==> config.mk <==
export PLATFORM = sky130hd
export DESIGN_NAME = rf_wb_arbiter
export DESIGN_NICKNAME = d
export VERILOG_FILES = /design/src/rtl/raisin64_pkg.sv /design/src/rtl/rf_wb_arbiter_rr.sv /design/src/rtl/rf_wb_arbiter.sv
export SDC_FILE = /design/constraint.sdc
export NUM_CORES = 1
export LEC_CHECK = 0
export CAP_MARGIN = 15
export CORE_MARGIN = 5
export CORE_UTILIZATION = 30
export CTS_CLUSTER_SIZE = 16
export DETAILED_ROUTE_END_ITERATION = 7
export PLACE_DENSITY = 0.78
export SYNTH_ARGS = -nofsm -noshare
export SYNTH_HDL_FRONTEND = slang
export SYNTH_SLANG_ARGS = --single-unit
export TNS_END_PERCENT = 20
==> constraint.sdc <==
create_clock -name clk -period 3.8 [get_ports clk]
set_input_delay 0.38 -clock clk [delete_from_list [all_inputs] [get_ports clk]]
set_output_delay 0.38 -clock clk [all_outputs]
set_load 0.02 [all_outputs]
==> src/rtl/raisin64_pkg.sv <==
// Shared constants and helpers for the raisin64 register-file writeback path.
// Provides register-file widths, the hardwired-zero register number and clog2.
package raisin64_pkg;

  localparam int RF_DW = 64;
  localparam int RF_RW = 6;

  localparam logic [RF_RW-1:0] RF_ZERO_RN = 6'd0;

  // Minimum bit width needed to index n items (0 for n <= 1).
  function automatic int clog2(input int n);
    int r;
    int v;
    r = 0;
    v = n - 1;
    while (v > 0) begin
      r = r + 1;
      v = v >> 1;
    end
    return r;
  endfunction

endpackage

==> src/rtl/rf_wb_arbiter_rr.sv <==
// rr_arbiter: round-robin one-hot grant over NREQ requesters.
// Ports: clk, rst_n, req_i (requests), en_i (grant enable), adv_i (advance
// pointer past idx_o), gnt_o (one-hot grant), idx_o (encoded grant index).
module rr_arbiter
  import raisin64_pkg::*;
#(
  parameter int NREQ = 3,
  localparam int IW = (clog2(NREQ) > 0) ? clog2(NREQ) : 1
) (
  input  logic            clk,
  input  logic            rst_n,
  input  logic [NREQ-1:0] req_i,
  input  logic            en_i,
  input  logic            adv_i,
  output logic [NREQ-1:0] gnt_o,
  output logic [IW-1:0]   idx_o
);

  logic [IW-1:0] ptr_q;
  logic [IW-1:0] ptr_d;
  logic          found;
  int            c;

  // Search starts at the pointer and wraps; the first valid requester wins.
  always_comb begin
    gnt_o = '0;
    idx_o = '0;
    found = 1'b0;
    c     = 0;
    for (int k = 0; k < NREQ; k++) begin
      c = int'(ptr_q) + k;
      if (c >= NREQ) c = c - NREQ;
      if (en_i && !found && req_i[c]) begin
        found    = 1'b1;
        gnt_o[c] = 1'b1;
        idx_o    = IW'(c);
      end
    end
  end

  always_comb begin
    ptr_d = ptr_q;
    if (adv_i) begin
      if (idx_o == IW'(NREQ - 1)) ptr_d = '0;
      else                        ptr_d = idx_o + IW'(1);
    end
  end

  always_ff @(posedge clk or negedge rst_n) begin
    if (!rst_n) ptr_q <= '0;
    else        ptr_q <= ptr_d;
  end

endmodule

==> src/rtl/rf_wb_arbiter.sv <==
// Shares the single register-file write port among NREQ writeback requesters
// with round-robin grant and registered write outputs (w_en/w_rn/w_data).
// Ports: clk, rst_n, wb_stall, req_valid/req_ready/req_rn/req_data (per
// requester, packed), w_en/w_rn/w_data (to rf), grant_id (last accepted).
// Build option RF_WB_FWD_EN adds fwd_valid/fwd_rn/fwd_data: the write
// committed at the previous edge, for read-port bypass.
module rf_wb_arbiter
  import raisin64_pkg::*;
#(
  parameter int NREQ = 3,
  parameter int DW   = RF_DW,
  parameter int RW   = RF_RW,
  localparam int GW  = (clog2(NREQ) > 0) ? clog2(NREQ) : 1
) (
  input  logic               clk,
  input  logic               rst_n,
  input  logic               wb_stall,
  input  logic [NREQ-1:0]    req_valid,
  output logic [NREQ-1:0]    req_ready,
  input  logic [NREQ*RW-1:0] req_rn,
  input  logic [NREQ*DW-1:0] req_data,
  output logic               w_en,
  output logic [RW-1:0]      w_rn,
  output logic [DW-1:0]      w_data,
  output logic [GW-1:0]      grant_id
`ifdef RF_WB_FWD_EN
  ,
  output logic               fwd_valid,
  output logic [RW-1:0]      fwd_rn,
  output logic [DW-1:0]      fwd_data
`endif
);

  logic [NREQ-1:0] gnt;
  logic [GW-1:0]   gidx;
  logic [RW-1:0]   sel_rn;
  logic [DW-1:0]   sel_data;
  logic            xfer;
  logic            commit;

  logic            w_en_q;
  logic            w_en_d;
  logic [RW-1:0]   w_rn_q;
  logic [RW-1:0]   w_rn_d;
  logic [DW-1:0]   w_data_q;
  logic [DW-1:0]   w_data_d;
  logic [GW-1:0]   gid_q;
  logic [GW-1:0]   gid_d;

  rr_arbiter #(
    .NREQ (NREQ)
  ) u_rr (
    .clk   (clk),
    .rst_n (rst_n),
    .req_i (req_valid),
    .en_i  (!wb_stall),
    .adv_i (xfer),
    .gnt_o (gnt),
    .idx_o (gidx)
  );

  assign req_ready = gnt;
  assign xfer      = |gnt;
  assign sel_rn    = req_rn[int'(gidx)*RW +: RW];
  assign sel_data  = req_data[int'(gidx)*DW +: DW];

  // r0 writes are accepted but never reach the register file.
  assign commit = xfer && (sel_rn != RW'(RF_ZERO_RN));

  always_comb begin
    w_en_d   = commit;
    w_rn_d   = w_rn_q;
    w_data_d = w_data_q;
    gid_d    = gid_q;
    if (commit) begin
      w_rn_d   = sel_rn;
      w_data_d = sel_data;
    end
    if (xfer) gid_d = gidx;
  end

  always_ff @(posedge clk or negedge rst_n) begin
    if (!rst_n) begin
      w_en_q   <= 1'b0;
      w_rn_q   <= '0;
      w_data_q <= '0;
      gid_q    <= '0;
    end else begin
      w_en_q   <= w_en_d;
      w_rn_q   <= w_rn_d;
      w_data_q <= w_data_d;
      gid_q    <= gid_d;
    end
  end

  assign w_en     = w_en_q;
  assign w_rn     = w_rn_q;
  assign w_data   = w_data_q;
  assign grant_id = gid_q;

`ifdef RF_WB_FWD_EN
  logic          fwd_valid_q;
  logic [RW-1:0] fwd_rn_q;
  logic [DW-1:0] fwd_data_q;

  // rf returns stale data when read and write share an edge, so the
  // write just committed is replayed for one cycle.
  always_ff @(posedge clk or negedge rst_n) begin
    if (!rst_n) begin
      fwd_valid_q <= 1'b0;
      fwd_rn_q    <= '0;
      fwd_data_q  <= '0;
    end else begin
      fwd_valid_q <= w_en_q;
      if (w_en_q) begin
        fwd_rn_q   <= w_rn_q;
        fwd_data_q <= w_data_q;
      end
    end
  end

  assign fwd_valid = fwd_valid_q;
  assign fwd_rn    = fwd_rn_q;
  assign fwd_data  = fwd_data_q;
`endif

  for (genvar i = 0; i < NREQ; i++) begin : g_hold
    a_hold: assert property (
      @(posedge clk) disable iff (!rst_n)
      (req_valid[i] && !req_ready[i]) |=>
        ($stable(req_rn[i*RW +: RW]) && $stable(req_data[i*DW +: DW]))
    );
  end

  a_onehot: assert property (
    @(posedge clk) disable iff (!rst_n) $onehot0(req_ready)
  );

  a_ready_valid: assert property (
    @(posedge clk) disable iff (!rst_n) ((req_ready & ~req_valid) == '0)
  );

endmodule

==> impl_metrics.env, run 1 <==
export IMPL_outcome="completed"
export IMPL_worstSetupStartpointType="register"
export IMPL_cts_tree="built"
export IMPL_nNetsFinal=947
export IMPL_yosysWarnings=0
export IMPL_timing_fmax_mhz=297
export IMPL_diodes=0
export IMPL_antenna_found_initial=1
export IMPL_clk_pin_slew_ns=0.06
export IMPL_cap_violations=0
export IMPL_rsz0062_at_grt="no"
export IMPL_synthArstFlopShare_pct=100
export IMPL_leakagePower_uw=0.00303
export IMPL_relSlewSlack_pct=35.2
export IMPL_cp_end_kind="output port"
export IMPL_area_growth_pct=72.7
export IMPL_r2r_worst_path_cells=10
export IMPL_critical_path_required_ns=3.42
export IMPL_start_util_pct=30.6
export IMPL_r2r_setup_slack_ns=0.72
export IMPL_core_area_mm2=0.0152
export IMPL_place_ws_ns=0.639
export IMPL_dpl_hpwl_um=11900
export IMPL_grt_usage_pct=16.4
export IMPL_synth_seq_cells=75
export IMPL_rows=45
export IMPL_cp_max_fo=7
export IMPL_worst_ep_arrival_time_ns=2.99
export IMPL_seq_area_frac_synth_pct=40.3
export IMPL_grt_pass1_wl_um=23500
export IMPL_synth_ff_type="dfrtp_1"
export IMPL_clk_latency_ns=0.33
export IMPL_mostFrequentLayoutCells="290 x clkdlybuf4s50_1, 77 x o21ai_0, 75 x dfrtp_1, 71 x mux2i_1, 70 x nand2_1"
export IMPL_setup_tns_final_ns=0
export IMPL_grt_max_degree=107
export IMPL_first_global_vias=4487
export IMPL_path_class="register to output port"
export IMPL_layout_setup_ws_ns=0.433
export IMPL_die_width_um=135
export IMPL_period_needed_ns=3.37
export IMPL_routedWlPerCell_um=16.7
export IMPL_drt_total_wl_um=15300
export IMPL_layout_commonest_cell="clkdlybuf4s50_1"
export IMPL_ir_drop_v=0.000329
export IMPL_vias=4403
export IMPL_final_max_slew_violation_count=0
export IMPL_fin_skew_ns=0.00283
export IMPL_critPathCapture="req_ready[0]"
export IMPL_cts_max_level=3
export IMPL_synth_edf_count=0
export IMPL_place_gp_congestion=0.870
export IMPL_die_h_um=135
export IMPL_finalSetupViolCount=0
export IMPL_port_buffers=291
export IMPL_drc=0
export IMPL_finalHoldViolCount=0
export IMPL_clock_root_buffer="clkbuf_16"
export IMPL_cts_hold_buffers=0
export IMPL_avgSynthCellArea_um2=10.3
export IMPL_post_cts_resized=0
export IMPL_viasPerCell=4.79
export IMPL_synthCells=451
export IMPL_max_clock_path_buffers=2
export IMPL_p_total_uw=6030
export IMPL_cts_made_buffers=9
export IMPL_die_area_mm2=0.0181
export IMPL_overflow=0
export IMPL_ant_nets=0
export IMPL_synth_area_mm2=0.00465
export IMPL_syn_nets=671
export IMPL_tightest_slew_ns=0.971
export IMPL_power_density_mw_per_mm2=750
export IMPL_crit_start="u_rr.ptr_q[0]"
export IMPL_fill_cells=1386
export IMPL_drt_iter0_drc=146
export IMPL_timing_rr_start="u_rr.ptr_q[0]"
export IMPL_cts_setup_buffers=0
export IMPL_io_pins=292
export IMPL_holdCritPathClass="input port to async pin"
export IMPL_period_share_pct=88.6
export IMPL_layout_drive_gt1_share_pct=13.5
export IMPL_cts_sinks=75
export IMPL_rr_endpoint="w_data[31]"
export IMPL_drt_pre_antenna_iters=4
export IMPL_synth_cell_type_count=37
per-stage QoR:
| stage | std cells | cell area [µm²] | hold slack [ns] | util (%) |
|---|---|---|---|---|
| finish | 920 | 8040 | 0.175 | 52.9 |
| global route | 920 | 8040 | 0.296 | 52.9 |
| CTS | 920 | 8040 | 0.241 | 52.9 |
| detailed placement | 904 | 7760 | 0.481 | 51.1 |
| global placement | 904 | 7760 | 0.468 | 51.1 |
| floorplan | 451 | 4650 | 0.0844 | - |
critical path, stage by stage, from the launching register on:
cell	delay (ns)
dfrtp_1	0.39
inv_1	0.07
ha_1	0.40
inv_1	0.16
nor4_4	0.36
o21ai_0	0.18
a221oi_2	0.37
clkdlybuf4s50_1	0.72
logic make-up after synthesis:
family	after synthesis	share of synthesized area, %
compound gates	96	11.6
flops	75	40.3
mux	144	33.7
simple gates	94	9.65
fa+ha+maj	4	1.08
buf+inv	38	3.68
power breakdown:
part / total [µW] / switching (µW) / internal [µW]
sequential: 1440 / 201 / 1240
combinational: 3800 / 1810 / 1990
clock: 786 / 310 / 476
worst min path at each step:
stage / start / endpoint / slack, ns / cells past startpoint
2_1_floorplan: rst_n / grant_id[0] / 0.08 / 0
3_3_place_gp: w_data[7] / w_data[7] / 0.47 / 1
3_5_place_dp: w_data[60] / w_data[60] / 0.48 / 1
4_1_cts: rst_n / w_data[40] / 0.24 / 1
5_1_grt: rst_n / w_data[45] / 0.30 / 1
6_report: rst_n / w_data[40] / 0.17 / 1
flip-flops by register name, summed over array words and instances (netlist names):
name / cells
u_rr.ptr_q: 2
w_data: 64
grant_id: 2
w_en: 1
w_rn: 6
per-layer routing:
| layer | track usage, % | up-vias | wire (µm) | share of wire (%) |
|---|---|---|---|---|
| li1 | - | 2168 | - | - |
| met1 | 19.4 | 2063 | 6250 | 41 |
| met2 | 28.2 | 156 | 7690 | 50 |
| met3 | 6.37 | 14 | 1230 | 8.0 |
| met4 | 3.62 | 2 | 174 | 1.1 |
| met5 | 0 | - | 7 | 0.046 |
final cells by class:
cell class                      instances  area [µm²]  share of cell area, %
Inverter                                6        22.5                  0.280
Multi-Input combinational cell        338        2640                   32.8
Tap cell                              188         235                   2.93
Sequential cell                        75        1880                   23.3
Clock buffer                           14         264                   3.28
Clock inverter                          2        10.0                  0.125
Timing Repair Buffer                  297        2990                   37.2
cells in the mapped netlist (3+ instances only):
| master | instances | share of area (%) |
|---|---|---|
| mux2i_1 | 71 | 15 |
| buf_2 | 11 | 1.2 |
| nor2b_1 | 3 | 0.40 |
| dfrtp_1 | 75 | 40 |
| ha_1 | 4 | 1.1 |
| a21oi_1 | 5 | 0.54 |
| mux2_2 | 60 | 15 |
| or4_1 | 3 | 0.48 |
| inv_1 | 6 | 0.48 |
| mux2_4 | 9 | 2.9 |
| nand2_1 | 70 | 5.6 |
| nor3b_1 | 3 | 0.48 |
| mux2_1 | 4 | 0.97 |
| o21ai_0 | 77 | 8.3 |
| nor3_1 | 4 | 0.43 |
| clkbuf_1 | 17 | 1.4 |
Note: power is estimated with default switching activity, not from simulation.
==> run 2, diff against run 1 <==
SLEW_MARGIN = 20   (was unset)
==> run 2 against run 1 <==
Against the previous run: clock skew unchanged; routed wire length stayed put; via count about the same; sequential share of layout area barely moved; first-iteration DRC count unchanged; cell area barely moved; total power hardly changed; cell count unchanged; highest routed layer unchanged; setup slack about the same; clock-buffer cell count unchanged; critical path depth stayed put; die area unchanged; largest power group unchanged.
==> impl_metrics.env, run 2 (synthesis results as in run 1) <==
export IMPL_outcome="completed"
export IMPL_timing_fmax_mhz=297
export IMPL_dpl_hpwl_um=11900
export IMPL_clk_latency_ns=0.33
export IMPL_critical_path_required_ns=3.42
export IMPL_worst_ep_arrival_time_ns=2.99
export IMPL_path_class="register to output port"
export IMPL_layout_drive_gt1_share_pct=13.5
export IMPL_finalHoldViolCount=0
export IMPL_cts_tree="built"
export IMPL_finalSetupViolCount=0
export IMPL_drt_iter0_drc=146
export IMPL_final_max_slew_violation_count=0
export IMPL_grt_usage_pct=16.4
export IMPL_drc=0
export IMPL_cp_max_fo=7
export IMPL_max_clock_path_buffers=2
export IMPL_cts_setup_buffers=0
export IMPL_clk_pin_slew_ns=0.06
export IMPL_ir_drop_v=0.000329
export IMPL_post_cts_resized=0
export IMPL_antenna_found_initial=1
export IMPL_die_h_um=135
export IMPL_die_width_um=135
export IMPL_holdCritPathClass="input port to async pin"
export IMPL_cts_made_buffers=9
export IMPL_routedWlPerCell_um=16.7
export IMPL_rr_endpoint="w_data[31]"
export IMPL_grt_max_degree=107
export IMPL_fin_skew_ns=0.00283
export IMPL_clock_root_buffer="clkbuf_16"
export IMPL_cp_end_kind="output port"
export IMPL_mostFrequentLayoutCells="290 x clkdlybuf4s50_1, 77 x o21ai_0, 75 x dfrtp_1, 71 x mux2i_1, 70 x nand2_1"
export IMPL_cap_violations=0
export IMPL_utilization_pct=52.9
export IMPL_vias=4404
export IMPL_grt_pass1_wl_um=23500
export IMPL_rows=45
export IMPL_dp_cells=904
export IMPL_tightest_slew_ns=0.706
export IMPL_nNetsFinal=947
export IMPL_rsz0062_at_grt="no"
export IMPL_cts_sinks=75
export IMPL_period_needed_ns=3.37
export IMPL_power_density_mw_per_mm2=749
export IMPL_overflow=0
export IMPL_port_buffers=291
export IMPL_diodes=0
export IMPL_largest_reg_flops=64
export IMPL_cts_max_level=3
export IMPL_ant_nets=0
export IMPL_timing_rr_start="u_rr.ptr_q[0]"
export IMPL_leakagePower_uw=0.00303
export IMPL_core_area_mm2=0.0152
export IMPL_place_gp_congestion=0.870
export IMPL_critPathCapture="req_ready[0]"
export IMPL_relSlewSlack_pct=52.9
export IMPL_finalNonFillerCells=920
export IMPL_first_global_vias=4487
export IMPL_viasPerCell=4.79
export IMPL_r2r_worst_path_cells=10
export IMPL_drt_pre_antenna_iters=4
export IMPL_crit_start="u_rr.ptr_q[0]"
export IMPL_start_util_pct=30.6
export IMPL_drt_total_wl_um=15300
export IMPL_io_pins=292
export IMPL_setup_tns_final_ns=0
export IMPL_cts_hold_buffers=0
export IMPL_r2r_setup_slack_ns=0.72
export IMPL_fill_cells=1384
export IMPL_period_share_pct=88.6
export IMPL_worstSetupStartpointType="register"
export IMPL_layout_commonest_cell="clkdlybuf4s50_1"
export IMPL_die_area_mm2=0.0181
export IMPL_area_growth_pct=72.8
==> run 2: cell counts in the layout (fill, tap and decap cells not counted) <==
Identical to the previous run, type by type.
==> run 2: worst max-delay path: stages, from the launching register on <==
cell             delay, ns
dfrtp_1               0.39
inv_1                 0.07
ha_1                  0.40
inv_1                 0.16
nor4_4                0.36
o21ai_0               0.18
a221oi_2              0.37
clkdlybuf4s50_1       0.72
==> run 2: how the worst min path moves through the flow <==
stage	startpoint	to	slack, ns	cells past startpoint
after floorplan	rst_n	grant_id[0]	0.08	0
after global placement	w_data[7]	w_data[7]	0.47	1
after detailed placement	w_data[60]	w_data[60]	0.48	1
after CTS	rst_n	w_data[40]	0.24	1
after global routing	rst_n	w_data[45]	0.13	1
final	rst_n	w_data[40]	0.05	1
==> run 2: layout make-up <==
type                    count  area (µm²)  area share [%]
clock buffers              14         264            3.28
clock inverters             2        10.0           0.124
inverters                   6        22.5           0.280
multi-input cells         338        2640            32.8
flip-flops and latches     75        1880            23.3
well taps                 188         235            2.93
repair buffers            297        3000            37.3
==> run 2: stage by stage <==
step                hold WS (ns)  setup slack, ns  instance area, µm²  total power, µW
floorplan                 0.0844            0.813                4650             3780
global placement           0.468            0.704                7760             5240
detailed placement         0.481            0.639                7760             5310
CTS                        0.241            0.437                8040             6130
global route               0.133            0.303                8040             6430
finish                    0.0494            0.433                8040             6030
==> run 2: where the power goes <==
part / switching, µW / internal, µW / leakage (µW) / total, µW
sequential: 201 / 1240 / 0.000897 / 1440
clock: 310 / 476 / 0.000137 / 786
combinational: 1810 / 1990 / 0.00199 / 3800
total: 2320 / 3700 / 0.00303 / 6030
==> run 2: layer usage <==
metal,up-vias,track usage (%),routed length (µm),share of wire (%)
met2,156,28.2,7680,50
met1,2063,19.4,6250,41
met5,-,0,7,0.046
li1,2169,-,-,-
met3,14,6.37,1230,8.0
met4,2,3.62,174,1.1
